[config.mk]
export PLATFORM = sky130hd
export DESIGN_NAME = rr_arb4_flat
export DESIGN_NICKNAME = d
export VERILOG_FILES = /design/src/rtl/rr_arb4_pkg.sv /design/src/rtl/rr_arb4_if.sv /design/src/rtl/rr_arb4_mux41.sv /design/src/rtl/rr_arb4.sv /design/src/flat_wrapper.sv
export SDC_FILE = /design/constraint.sdc
export NUM_CORES = 1
export LEC_CHECK = 0
export ABC_AREA = 1
export CAP_MARGIN = 20
export CORE_UTILIZATION = 45
export DETAILED_ROUTE_END_ITERATION = 8
export GPL_TIMING_DRIVEN = 0
export PLACE_DENSITY = 0.84
export SLEW_MARGIN = 25
export SYNTH_ARGS = -nofsm -noshare
export SYNTH_HDL_FRONTEND = slang
export SYNTH_SLANG_ARGS = --single-unit
[constraint.sdc]
create_clock -name clk -period 1.4 [get_ports clk]
set_input_delay 0.28 -clock clk [delete_from_list [all_inputs] [get_ports clk]]
set_output_delay 0.28 -clock clk [all_outputs]
set_load 0.01 [all_outputs]
[src/rtl/rr_arb4_pkg.sv]
// Shared definitions for the rr_arb4 round-robin arbiter: sizes, FSM encodings
// and the circular first-set-bit search used for arbitration.
package rr_arb4_pkg;

  localparam int unsigned N_REQ = 4;
  localparam int unsigned IDX_W = 2;

  localparam logic ST_IDLE  = 1'b0;
  localparam logic ST_GRANT = 1'b1;

  // First set bit of v scanning upward from start with wraparound; returns start if v is zero.
  function automatic logic [IDX_W-1:0] rr_first(input logic [N_REQ-1:0] v,
                                                input logic [IDX_W-1:0] start);
    logic [IDX_W-1:0] idx;
    rr_first = start;
    for (int unsigned k = N_REQ; k > 0; k--) begin
      idx = start + IDX_W'(k - 1);
      if (v[idx]) rr_first = idx;
    end
  endfunction

endpackage

[src/rtl/rr_arb4_if.sv]
// Requester-side bus of rr_arb4: requests and data bits in, grant/select/data out.
interface rr_arb4_if
  import rr_arb4_pkg::*;
#(
  parameter int unsigned CNT_W = 8
);

  logic [N_REQ-1:0] req;
  logic [N_REQ-1:0] w;
  logic [N_REQ-1:0] gnt;
  logic [IDX_W-1:0] sel;
  logic             busy;
  logic             y;
  logic [CNT_W-1:0] hold_cnt;

  modport master (
    output req, w,
    input  gnt, sel, busy, y, hold_cnt
  );

  modport slave (
    input  req, w,
    output gnt, sel, busy, y, hold_cnt
  );

endinterface

[src/rtl/rr_arb4_mux41.sv]
// The team's 4:1 single-bit select mux.
module mux41 (
  input  logic [3:0] w,
  input  logic [1:0] s,
  output logic       f
);

  always_comb begin
    f = 1'b0;
    case (s)
      2'd0: f = w[0];
      2'd1: f = w[1];
      2'd2: f = w[2];
      2'd3: f = w[3];
      default: f = 1'b0;
    endcase
  end

endmodule

[src/rtl/rr_arb4.sv]
// Four-way round-robin arbiter with bounded hold time, steering one shared mux41
// so the granted requester's data bit reaches y.
module rr_arb4
  import rr_arb4_pkg::*;
#(
  parameter int MAX_HOLD = 8,
  parameter int CNT_W    = 8
) (
  input  logic       clk,
  input  logic       reset,
  rr_arb4_if.slave   bus
);

  localparam logic [CNT_W-1:0] HOLD_LAST = (MAX_HOLD == 0) ? '0 : CNT_W'(MAX_HOLD - 1);

  logic             state;
  logic [IDX_W-1:0] last;
  logic [IDX_W-1:0] sel_q;
  logic [N_REQ-1:0] gnt_q;
  logic [CNT_W-1:0] cnt;
  logic [IDX_W-1:0] winner;
  logic [N_REQ-1:0] winner_oh;
  logic             timed_out;
  logic             release_g;
  logic             mux_f;

  // last always equals the current owner while granted, so one search serves both states.
  always_comb begin
    winner    = rr_first(bus.req, last + IDX_W'(1));
    winner_oh = {{(N_REQ-1){1'b0}}, 1'b1} << winner;
    timed_out = (MAX_HOLD != 0) && (cnt == HOLD_LAST);
    release_g = !bus.req[sel_q] || timed_out;
  end

  always_ff @(posedge clk) begin
    if (reset) begin
      state <= ST_IDLE;
      gnt_q <= '0;
      sel_q <= '0;
      last  <= '1;
      cnt   <= '0;
    end else begin
      case (state)
        ST_IDLE: begin
          if (|bus.req) begin
            state <= ST_GRANT;
            gnt_q <= winner_oh;
            sel_q <= winner;
            last  <= winner;
            cnt   <= '0;
          end
        end
        ST_GRANT: begin
          if (!release_g) begin
            // Saturation only matters with the timeout disabled.
            if (cnt != '1) cnt <= cnt + CNT_W'(1);
          end else if (|bus.req) begin
            gnt_q <= winner_oh;
            sel_q <= winner;
            last  <= winner;
            cnt   <= '0;
          end else begin
            state <= ST_IDLE;
            gnt_q <= '0;
            cnt   <= '0;
          end
        end
        default: begin
          state <= ST_IDLE;
          gnt_q <= '0;
          cnt   <= '0;
        end
      endcase
    end
  end

  mux41 u_mux (
    .w (bus.w),
    .s (sel_q),
    .f (mux_f)
  );

  assign bus.gnt      = gnt_q;
  assign bus.sel      = sel_q;
  assign bus.busy     = |gnt_q;
  assign bus.y        = (|gnt_q) & mux_f;
  assign bus.hold_cnt = cnt;

endmodule

[src/flat_wrapper.sv]
// flat-port wrapper written by rule: the top's interface ports become plain ports
module rr_arb4_flat import rr_arb4_pkg::*;
#(
  parameter int MAX_HOLD = 8,
  parameter int CNT_W    = 8
)
  (clk, reset, bus_req, bus_w, bus_gnt, bus_sel, bus_busy, bus_y, bus_hold_cnt);
  rr_arb4_if #(.CNT_W(CNT_W)) bus_i ();
  input  logic clk;
  input  logic reset;
  input wire logic [$bits(bus_i.req)-1:0] bus_req;
  input wire logic [$bits(bus_i.w)-1:0] bus_w;
  output wire logic [$bits(bus_i.gnt)-1:0] bus_gnt;
  output wire logic [$bits(bus_i.sel)-1:0] bus_sel;
  output wire logic [$bits(bus_i.busy)-1:0] bus_busy;
  output wire logic [$bits(bus_i.y)-1:0] bus_y;
  output wire logic [$bits(bus_i.hold_cnt)-1:0] bus_hold_cnt;
  assign bus_i.req = bus_req;
  assign bus_i.w = bus_w;
  assign bus_gnt = bus_i.gnt;
  assign bus_sel = bus_i.sel;
  assign bus_busy = bus_i.busy;
  assign bus_y = bus_i.y;
  assign bus_hold_cnt = bus_i.hold_cnt;
  rr_arb4 #(.MAX_HOLD(MAX_HOLD), .CNT_W(CNT_W)) u_core (.clk(clk), .reset(reset), .bus(bus_i));
endmodule
=== Yosys cells after proc, flatten, opt, wreduce, memory -nomap -nowiden ===
Index checks and enable logic that the tools add are counted.

* Add/sub/neg operators: 5
* Order comparisons: 5
* Equality and inequality tests: 8
* Shifts and indexed selects: 1
* Multiplexer cells: 32
* Bitwise gates (word level): 2
* Reduce and logical (&&, ||, !) cells: 7

{| class="wikitable"
|+ Operators with widths
! cell !! number
|-
| two-way mux 8 bit || 3
|-
| two-way mux 2 bit || 8
|-
| case mux 8 bit (2 select lines) || 1
|-
| less-than comparator 2 x 3 -> 1 bit, second input constant || 5
|-
| two-way mux 4 bit || 3
|-
| binary-select mux 1 bit (select 2 bit) || 5
|-
| adder 8 x 1 -> 8 bit, second input constant || 1
|-
| equality test 8 x 3 -> 1 bit, second input constant || 1
|-
| != test 8 bit, second input constant || 1
|-
| case mux 2 bit (2 select lines) || 2
|-
| case mux 4 bit (2 select lines) || 1
|-
| OR reduction 4 bit || 2
|-
| two-way mux 1 bit || 7
|-
| adder 2 x 1 -> 2 bit, second input constant || 2
|-
| adder 2 bit, second input constant || 2
|-
| equality test 2 bit, second input constant || 2
|-
| case mux 1 bit (4 select lines) || 1
|-
| AND reduction 2 bit || 2
|-
| left shift 1 x 2 -> 4 bit, first input constant || 1
|-
| != test 3 bit, second input constant || 1
|-
| equality test 2 x 1 -> 1 bit, second input constant || 1
|-
| logical NOT 2 bit || 1
|-
| != test 2 x 1 -> 1 bit, second input constant || 1
|-
| != test 2 bit, second input constant || 1
|-
| other kinds (5) || 5
|}

* Register bits: 17
* Output and inout bits: 16
* Word-level logic and storage cells: 65

=== Longest topological paths before layout ===
Gate-level depths: netlist of run 1.

* Depth after elaboration: 12
* Gate-level depth with buffers: 13
* Mapped depth without buffers: 12

=== Cells and area by module ===
From an unflattened synthesis of run 1, not the netlist that was laid out.

* Cells, all modules: 204
* Area total of the unflattened synthesis: 1,243.7 µm²

{| class="wikitable"
|+ By module, submodules not included
! module !! instances !! cells each !! area an instance (µm²) !! sequential area each (µm²)
|-
| rr_arb4 || 1 || 191 || 1,192.4 || 340.3
|-
| mux41 || 1 || 13 || 51.3 || 0.0
|}

=== Worst setup path before layout of run 1 ===
No wires, ideal clock.

* Kind: register to register
* Start: register u_core.cnt[0], in the netlist u_core.bus.hold_cnt[0]
* End: register u_core.cnt[6], in the netlist u_core.bus.hold_cnt[6]
* Library setup time: 115 ps
* Arrival time: 1,443 ps
* Required time: 1,285 ps
* Setup slack: -158 ps
* Stages on the path, launching flop included: 11
* Path through: dfxtp_1 > ha_1 > nand2_2 > inv_2 > nand3_2 > nor2_4 > nand3_1 > nand2_2 > nand2_4 > a21oi_1 > nor2_1

* Word-level cells in the longest chain between the ends: 4
* Elaborated cells on any way between the ends: 9

{| class="wikitable"
|+ Ends and longest elaborated chain
! what !! line !! text
|-
| start, declared || rr_arb4.sv:20 || <nowiki>logic [CNT_W-1:0] cnt;</nowiki>
|-
| start signal, assigned || rr_arb4.sv:56 || <nowiki>if (cnt != '1) cnt <= cnt + CNT_W'(1);</nowiki>
|-
| adder 8 x 1 -> 8 bit or equality test 8 x 3 -> 1 bit (tied branches) || rr_arb4.sv:56, rr_arb4.sv:31 ||
|-
| two-way mux 8 bit or logical OR 1 bit (tied branches) || rr_arb4.sv:56, rr_arb4.sv:32 ||
|-
| two-way mux 8 bit or != test 3 bit (tied branches) || n/a ||
|-
| case mux 8 bit (2 select lines) or AND reduction 2 bit (tied branches) || n/a ||
|}

Parallel ways exist; a longest one is shown, timed or not. The select of a mux whose other input is x is not followed.
A chain may end at the register's enable or synchronous reset.

=== Final worst setup path of run 1 ===
* Start: register u_core.cnt[0], in the netlist u_core.bus.hold_cnt[0]
* End: register u_core.sel_q[1], in the netlist u_core.bus.sel[1]

* Word-level cells in the longest chain between the ends: 3

{| class="wikitable"
|+ Ends and longest elaborated chain
! what !! line !! text
|-
| equality test 8 x 3 -> 1 bit || rr_arb4.sv:31 || <nowiki>timed_out = (MAX_HOLD != 0) && (cnt == HOLD_LAST);</nowiki>
|-
| logical OR 1 bit || rr_arb4.sv:32 || <nowiki>release_g = !bus.req[sel_q] || timed_out;</nowiki>
|-
| != test 2 bit (no source line) || n/a ||
|-
| end signal, assigned || rr_arb4.sv:48 || <nowiki>sel_q <= winner;</nowiki>
|-
| end signal, assigned || rr_arb4.sv:59 || <nowiki>sel_q <= winner;</nowiki>
|-
| end, declared || rr_arb4.sv:18 || <nowiki>logic [IDX_W-1:0] sel_q;</nowiki>
|}

No other way between the ends.

==> run metrics, run 1 <==
placed inst area 0.00150 mm^2; CP required 1600 ps; number of global-route vias before repair 1,240; Routed WL 4390 um; Startpoint Class flop; Seq/Total Area, Yosys 28.8%; Final Hold Viols 0; Initial Utilization 47.7%; post-synth cell types 27; top_reg_cell synth dfxtp_1; Core Area 0.00248 mm^2; die height 53.3 um; final setup violation count 17; Arrival @ worst endpoint 1850 ps; Post-Synth Adder-Cell Area 1.06%; main combinational cell family by area after synthesis simple AND/OR/NAND/NOR gates; PortBufs 25; Fmax achieved 607 MHz; total power 3010 uW; min Tclk post-route 1650 ps; post-synthesis register bit count 17; H-tree depth 1; ys async rst share 0%; Synth Area in XOR/XNOR 0%; power density over the cells 1550 mW/mm^2; R2R Path Start u_core.bus.hold_cnt[0]; clock slew at reported path FFs 110 ps; initial antenna violation count 0; Yosys top cell by area dfxtp_1; Max Cap Viol 0; NumNets Final 245; root buf cell clkbuf_4; worst reg-to-reg path cell count 10; Post-Syn Area 0.00118 mm^2; top-count cell post-synth nand2_1; Synth Instances 183; share of layout cells above drive strength 1 48.1%; Slew Limit Fails 0; DRC viols 0; Routed wire per std cell 16.7 um; DRT Pass-1 Iters 4; total track usage 27.6%; maximum VDD drop 0.00151 V; Tcrit/Tclk final 118%; DRT antenna net count 0; # hold bufs at CTS 0; post-detail-place hpwl 2120 um; top cell type's share of synthesized area 28.8%; Worst-Margin Slew 419 ps; final worst slack -248 ps; Die Wd 53.3 um; status finished, violations left; hold depth 2; number of synthesized flops with an enable pin 0; # fillers 137; mux share of post-synthesis cell area 0%; die area 0.00284 mm^2; FF-to-FF End u_core.bus.sel[1]; total negative slack -3010 ps; top post-synthesis cells by area dfxtp_1, nand2_1, nand3_1, inv_1, a21oi_1; CTS Buf Count 3; Yosys warnings 0; Worst Hold Class reg2reg; total vias in the final route 1,542; leakage dissipation 0.000901 uW; Post-Synth Simple-Gate Area 50.2%; synthesized net count 194; Worst Hold End u_core.bus.gnt[2]; Crit. End Element flop; Initial DRC Count 61; Setup CP Type reg2reg; clk_lat worst skew 310 ps; vias per cell 5.86; hold path startpoint u_core.bus.gnt[2]; Avg Cell Area, Syn 6.46 um^2; pin count of the biggest net entering global routing 11; CTS tree yes; final instance area 0.00195 mm^2; failing checks negative setup slack; ANT cells 0; RSZ-0062 raised after global routing yes; Synth Area in Compound Gates 11.4%; Clock Sinks 17; area grow syn2layout 64.6%; first-pass GRT wire length 5600 um; grt total ovfl 0; # IOs 26; critical-path maximum fanout 7; Fin Clk Skew 8.80 ps; Reg2Reg Setup Slack -250 ps; row count 18; Post-synth top cells nand2_1, nand3_1, inv_1; buffer levels on the longest clock path 2; Relative slew margins 72.0%; routability cong. 0.823
[how the worst max path moves through the flow]
| stage | start | end | slack (ps) |
|---|---|---|---|
| 6_report | u_core.bus.hold_cnt[0] | u_core.bus.sel[1] | -250 |
| 5_1_grt | u_core.bus.hold_cnt[0] | u_core.last[0] | -360 |
| 4_1_cts | u_core.bus.gnt[3] | bus_y | -160 |
| 3_5_place_dp | bus_w[3] | bus_y | -610 |
| 3_3_place_gp | bus_w[3] | bus_y | -590 |
| 2_1_floorplan | u_core.bus.hold_cnt[0] | u_core.bus.hold_cnt[6] | -50 |
[worst max-delay path, stage by stage, from the launching register on]
cell     delay [ps]
dfxtp_4         370
ha_4            140
nand2_4          80
nor3_4          150
nand3_2         150
nand2_2         120
nor2_4           50
nor2_4          230
inv_2            80
nand2_1         100
a21oi_2          60
[where the power goes]
| part | total (uW) | switching, uW | internal, uW |
|---|---|---|---|
| Combinational | 1990 | 1150 | 842 |
| Clock | 286 | 175 | 112 |
| Sequential | 735 | 137 | 599 |
| Total | 3010 | 1460 | 1550 |
[logic make-up after synthesis]
family | Yosys count
and+or+nand+nor | 117
buffers and inverters | 25
AOI/OAI and AO/OA | 23
DFF | 17
adders and majority gates | 1
[per-stage QoR]
step                      setup WS, ps  instances  utilization (%)  hold WS (ps)
after CTS                         -163        254             68.4           494
after global placement            -592        238             60.6           466
after global routing              -357        263             78.5           510
final                             -248        263             78.5           492
after detailed placement          -611        238             60.6           469
after floorplan                  -51.1        183                -           339
[metal layers]
| metal | global-route usage (%) | vias up | share of wire [%] |
|---|---|---|---|
| li1 | - | 700 | - |
| met1 | 33.6 | 733 | 40 |
| met2 | 44.8 | 84 | 49 |
| met3 | 7.18 | 25 | 6.8 |
| met4 | 12.3 | 0 | 5.0 |
| met5 | 0 | - | 0 |
[cells in the final DEF (no fill, tap or decap), drive strengths merged]
master	instances
nand3b	1
clkdlybuf4s50	4
clkbuf	4
dlygate4sd2	18
o21ai	3
nand3	25
o211ai	3
nor3	3
nand2	71
nor4	2
a221oi	1
dlymetal6s2s	1
ha	1
nand4	1
a21oi	14
inv	24
buf	24
nor2	14
o21bai	2
dfxtp	17
[flip-flops by register name, indices dropped and copies added (netlist names)]
signal	flops
u_core.bus.gnt	4
u_core.last	2
u_core.bus.sel	2
u_core.bus.hold_cnt	8
u_core.state	1
[area by class of cell]
cell class	instances	area, um^2	share of cell area, %
Tap cell	30	37.5	1.93
Sequential cell	17	383	19.7
Inverter	24	108	5.53
Multi-Input combinational cell	141	971	49.9
Buffer	1	11.3	0.579
Clock buffer	4	26.3	1.35
Timing Repair Buffer	46	409	21.0
[timing repair]
action / 4_1_cts / 5_1_grt
setup endpoints to repair: 32 / 19
buffers inserted: 12 / 8
cloned: 0 / 1
pin swaps: 7 / 28
resized for setup: 61 / 52
No activity file was read; power rests on OpenSTA's default activity.
==> run 2: changes to the inputs <==
--- a/config.mk
+++ b/config.mk
@@ -7,10 +7,12 @@
 export LEC_CHECK = 0
 export ABC_AREA = 1
 export CAP_MARGIN = 20
+export CORE_ASPECT_RATIO = 1.4
 export CORE_UTILIZATION = 45
 export DETAILED_ROUTE_END_ITERATION = 8
 export GPL_TIMING_DRIVEN = 0
 export PLACE_DENSITY = 0.84
+export SKIP_CTS_REPAIR_TIMING = 1
 export SLEW_MARGIN = 25
 export SYNTH_ARGS = -nofsm -noshare
 export SYNTH_HDL_FRONTEND = slang
==> run 2 against run 1 <==
Effect of this change: the run still ends with negative setup slack left; setup slack gained 25 ps; die area is essentially flat; combinational power shrank 19%; fmax grew 1.6%; global-route usage shrank 7.2 points.
==> run metrics, run 2 (same netlist as run 1, synthesis figures left out) <==
status finished, violations left; failing checks negative setup slack; clock slew at reported path FFs 110 ps; Slew Limit Fails 0; H-tree depth 1; DRT Pass-1 Iters 4; DRC viols 0; Relative slew margins 77.7%; area grow syn2layout 51.3%; die area 0.00284 mm^2; hold depth 2; row count 21; Die Wd 45.3 um; NumNets Final 235; clk_lat worst skew 290 ps; Critical Path Max Stage Delay 390 ps; worst reg-to-reg path cell count 10; critical path depth in cells 10; Worst Hold Class reg2reg; total track usage 20.4%; final setup violation count 19; Arrival @ worst endpoint 1850 ps; number of global-route vias before repair 1,084; Worst-Margin Slew 333 ps; leakage dissipation 0.00103 uW; root buf cell clkbuf_4; share of layout cells above drive strength 1 30.9%; Clock Sinks 17; Worst path slowest cell dfxtp_4; Fin Hold WS 488 ps; grt total ovfl 0; CTS tree yes; Initial DRC Count 38; total negative slack -2290 ps; min Tclk post-route 1620 ps; Fin Clk Skew 7.27 ps; max reg flops 8; final worst slack -223 ps; PortBufs 25; post-detail-place hpwl 2180 um; # IOs 26; commonest non-fill, non-tap cell in the layout nand2_1; initial antenna violation count 0; DRT antenna net count 0; CP top delay family simple AND/OR/NAND/NOR gates; maximum VDD drop 0.00135 V; ANT cells 0; vias per cell 5.30; most frequent cells in the layout nand2_1, dlymetal6s2s_1, inv_1; CP required 1620 ps; total power 2610 uW; CP bufs+invs 1; RSZ-0062 raised after global routing yes; Final Hold Viols 0; # fillers 174; buffer levels on the longest clock path 2; Critical Path, Cell by Cell ha_4 -> nand2_4 -> nor3_4 -> nand3_2 -> nand2_2 -> nor2_4 -> nor2_4 -> buf_4 -> nand3_2 -> a21oi_1; Setup CP Type reg2reg; Startpoint Class flop; power density over the cells 1460 mW/mm^2; CTS Buf Count 3; Tcrit/Tclk final 116%; Routed wire per std cell 13.2 um; total vias in the final route 1,363; pin count of the biggest net entering global routing 12; critical-path maximum fanout 6; Routed WL 3400 um; die height 62.7 um; Fmax achieved 616 MHz; Core Area 0.00244 mm^2; routability cong. 0.806; Crit. End Element flop; first-pass GRT wire length 4450 um; Max Cap Viol 0; Initial Utilization 48.4%
[run 2: report_power, final]
| part | internal [uW] | switching (uW) |
|---|---|---|
| Sequential | 597 | 126 |
| Clock | 108 | 171 |
| Combinational | 700 | 912 |
[run 2: worst reg2reg max path, cell delays in order (launching register included)]
cell,delay [ps]
dfxtp_4,390
ha_4,140
nand2_4,60
nor3_4,150
nand3_2,130
nand2_2,100
nor2_4,50
nor2_4,190
buf_4,150
nand3_2,60
a21oi_1,130
[run 2: path summary, 6_finish.rpt]
check / from / endpoint / slack, ps
worst max-delay path: u_core.bus.hold_cnt[1] / u_core.bus.sel[1] / -220
worst min-delay path: u_core.bus.gnt[0] / u_core.bus.gnt[0] / 490
worst max register to register: u_core.bus.hold_cnt[1] / u_core.bus.sel[1] / -220
worst min register to register: u_core.bus.gnt[0] / u_core.bus.gnt[0] / 490
[run 2: layout make-up]
type	instances	area, um^2	share of cell area [%]
Clock buffer	3	22.5	1.26
Sequential cell	17	377	21.0
Multi-Input combinational cell	141	853	47.7
Buffer	1	7.51	0.420
Timing Repair Buffer	36	384	21.5
Tap cell	34	42.5	2.38
Inverter	24	95.1	5.31
Clock inverter	1	7.51	0.420
[run 2: layer usage]
| layer | up-vias | track usage [%] | part of all wire (%) |
|---|---|---|---|
| met2 | 40 | 36.6 | 57 |
| li1 | 677 | - | - |
| met5 | - | 0 | 0 |
| met4 | 0 | 8.33 | 1.6 |
| met1 | 639 | 23.0 | 38 |
| met3 | 7 | 2.31 | 3.3 |
[run 2: through the flow]
step	area (um^2)	util [%]	std cells	setup WS [ps]
3_5_place_dp	1510	61.6	242	-579
5_1_grt	1790	73.2	257	-277
6_report	1790	73.2	257	-223
4_1_cts	1540	62.8	246	-671
3_3_place_gp	1510	61.6	242	-557
2_1_floorplan	1210	-	183	-51.1
==> run 3: changes to the inputs <==
--- a/config.mk
+++ b/config.mk
@@ -5,13 +5,13 @@
 export SDC_FILE = /design/constraint.sdc
 export NUM_CORES = 1
 export LEC_CHECK = 0
-export ABC_AREA = 1
+export ABC_AREA = 0
 export CAP_MARGIN = 20
 export CORE_ASPECT_RATIO = 1.4
-export CORE_UTILIZATION = 45
+export CORE_UTILIZATION = 41
 export DETAILED_ROUTE_END_ITERATION = 8
 export GPL_TIMING_DRIVEN = 0
-export PLACE_DENSITY = 0.84
+export PLACE_DENSITY = 0.82
 export SKIP_CTS_REPAIR_TIMING = 1
 export SLEW_MARGIN = 25
 export SYNTH_ARGS = -nofsm -noshare
==> run 3 against run 2 <==
Effect of this change: sequential power fell by 24%; register-to-register slack got worse by 520 ps; via count fell by 29%; largest power group is now sequential cells; utilization fell by 5.3 points; setup slack got worse by 520 ps; the flow still finishes with violations (negative setup slack); first-iteration DRC count down 29%; global-route usage decreased by 1.9 points.
==> run metrics, run 3 <==
grt total ovfl 0; DRC viols 0; leakage dissipation 0.000762 uW; failing checks negative setup slack; final instance area 0.00139 mm^2; Worst Hold Class reg2reg; fin cells 161; post-synth cell types 35; power density over the cells 849 mW/mm^2; row count 19; final worst slack -745 ps; Max Cap Viol 0; Reg2Reg Setup Slack -750 ps; Arrival @ worst endpoint 2350 ps; Relative slew margins 59.8%; Seq/Total Area, Yosys 37.1%; Routed wire per std cell 15.5 um; pin count of the biggest net entering global routing 11; min Tclk post-route 2150 ps; Avg Cell Area, Syn 8.83 um^2; ys async rst share 0%; DRT Pass-1 Iters 4; FF-to-FF End u_core.bus.gnt[2]; die height 58 um; most frequent cells in the layout dlymetal6s2s_1, nor2_1, inv_1, a21oi_1; clock slew at reported path FFs 100 ps; clk_lat worst skew 290 ps; Fin Hold WS 498 ps; Die Wd 42 um; final core occ 67.9%; Post-synth top cells dfxtp_1, nor2_1, a21oi_1, inv_1, o21ai_0; Routed WL 2490 um; commonest non-fill, non-tap cell in the layout dlymetal6s2s_1; Setup CP Type reg2reg; vias per cell 5.98; worst reg-to-reg path cell count 4; NumNets Final 152; # fillers 166; post-detail-place hpwl 1660 um; Worst-Margin Slew 594 ps; initial antenna violation count 0; Clock Sinks 17; Yosys warnings 0; Crit. End Element flop; ANT cells 0; Slew Limit Fails 0; Inst Count DP 150; total track usage 18.5%; Post-Syn Area 918 um^2; CTS tree yes; Worst Hold End u_core.bus.gnt[0]; Core Area 0.00204 mm^2; critical-path maximum fanout 4; top cell type's share of synthesized area 37.1%; RSZ-0062 raised after global routing yes; number of global-route vias before repair 890; PortBufs 25; Initial Utilization 44.9%; hold depth 2; area grow syn2layout 51.2%; max reg flops 8; Tcrit/Tclk final 153%; Final Hold Viols 0; # IOs 26; Critical path origin u_core.bus.hold_cnt[3]; top_reg_cell synth dfxtp_1; hold path startpoint u_core.bus.gnt[0]; number of synthesized flops with an enable pin 0; routability cong. 0.844; final setup violation count 17; post-synthesis register bit count 17; Fmax achieved 466 MHz; Initial DRC Count 27; synthesized net count 115; DRT antenna net count 0; CP required 1610 ps; Startpoint Class flop; maximum VDD drop 0.000626 V; Fin Clk Skew 3.26 ps; top-count cell post-synth dfxtp_1; Yosys top cell by area dfxtp_1; H-tree depth 1; die area 0.00244 mm^2; first-pass GRT wire length 3590 um; CTS Buf Count 3; status finished, violations left; placed inst area 0.00122 mm^2; total power 1180 uW; buffer levels on the longest clock path 2; R2R Path Start u_core.bus.hold_cnt[3]; total vias in the final route 963; Synth Instances 104; root buf cell clkbuf_4; share of layout cells above drive strength 1 27.1%; top post-synthesis cells by area dfxtp_1, mux4_2, a21oi_1, o32ai_1, nor2_1
run 3: changes by cell type in the layout (fill, tap and decap cells not counted), moves of 4 or more:
cell	change
dfxtp_1	+5
inv_1	-10
inv_2	-4
buf_4	-6
nand3_1	-13
nand2_2	-6
nand3_2	-7
nand2_1	-56
run 3: worst max-delay path by stage:
stage / endpoint / slack (ps) / depth (start not counted)
floorplan: u_core.bus.gnt[0] / -630 / 4
global placement: u_core.bus.gnt[2] / -970 / 5
detailed placement: u_core.bus.gnt[0] / -990 / 5
CTS: u_core.bus.gnt[1] / -780 / 4
global route: u_core.last[0] / -850 / 5
finish: u_core.bus.gnt[2] / -750 / 4
run 3: worst max-delay path, stage by stage (launching register included):
cell and delay, ps:
dfxtp_4 370, or4_4 550, o311a_4 370, or4_4 560
o32ai_2 210
run 3: report_power, final:
part           switching, uW  internal, uW
clock                    162           106
combinational            164           197
sequential              37.6           514
total                    363           817
run 3: kinds of logic after synthesis:
family / after synthesis / share of synthesized area, %
AOI/OAI and AO/OA: 29 / 22.8
buffers and inverters: 9 / 3.81
adders and majority gates: 1 / 1.36
and+or+nand+nor: 42 / 26.2
DFF: 17 / 37.1
muxes: 3 / 5.99
xor gates and xnor gates: 3 / 2.86
run 3: stage by stage:
stage          setup TNS [ps]  setup slack [ps]
2_1_floorplan           -6510              -628
3_3_place_gp           -13630              -967
3_5_place_dp           -14020              -986
4_1_cts                -12300              -785
5_1_grt                -10780              -853
6_report                -9980              -745
run 3: per-layer routing:
metal / up-vias / GRT usage [%] / part of all wire [%]
met5: - / 0 / 0
met4: 0 / 7.83 / 1.9
met3: 9 / 3.12 / 5.4
met2: 40 / 34.6 / 54
met1: 449 / 20.4 / 39
li1: 465 / - / -
run 3: layout make-up:
| class | instances | area (um^2) | area share (%) |
|---|---|---|---|
| multi-input cells | 78 | 583 | 42.0 |
| well taps | 21 | 26.3 | 1.89 |
| clock inverters | 1 | 5.00 | 0.360 |
| plain buffers | 1 | 11.3 | 0.811 |
| clock buffers | 3 | 22.5 | 1.62 |
| repair buffers | 32 | 348 | 25.0 |
| inverters | 8 | 30.0 | 2.16 |
| flip-flops and latches | 17 | 363 | 26.1 |
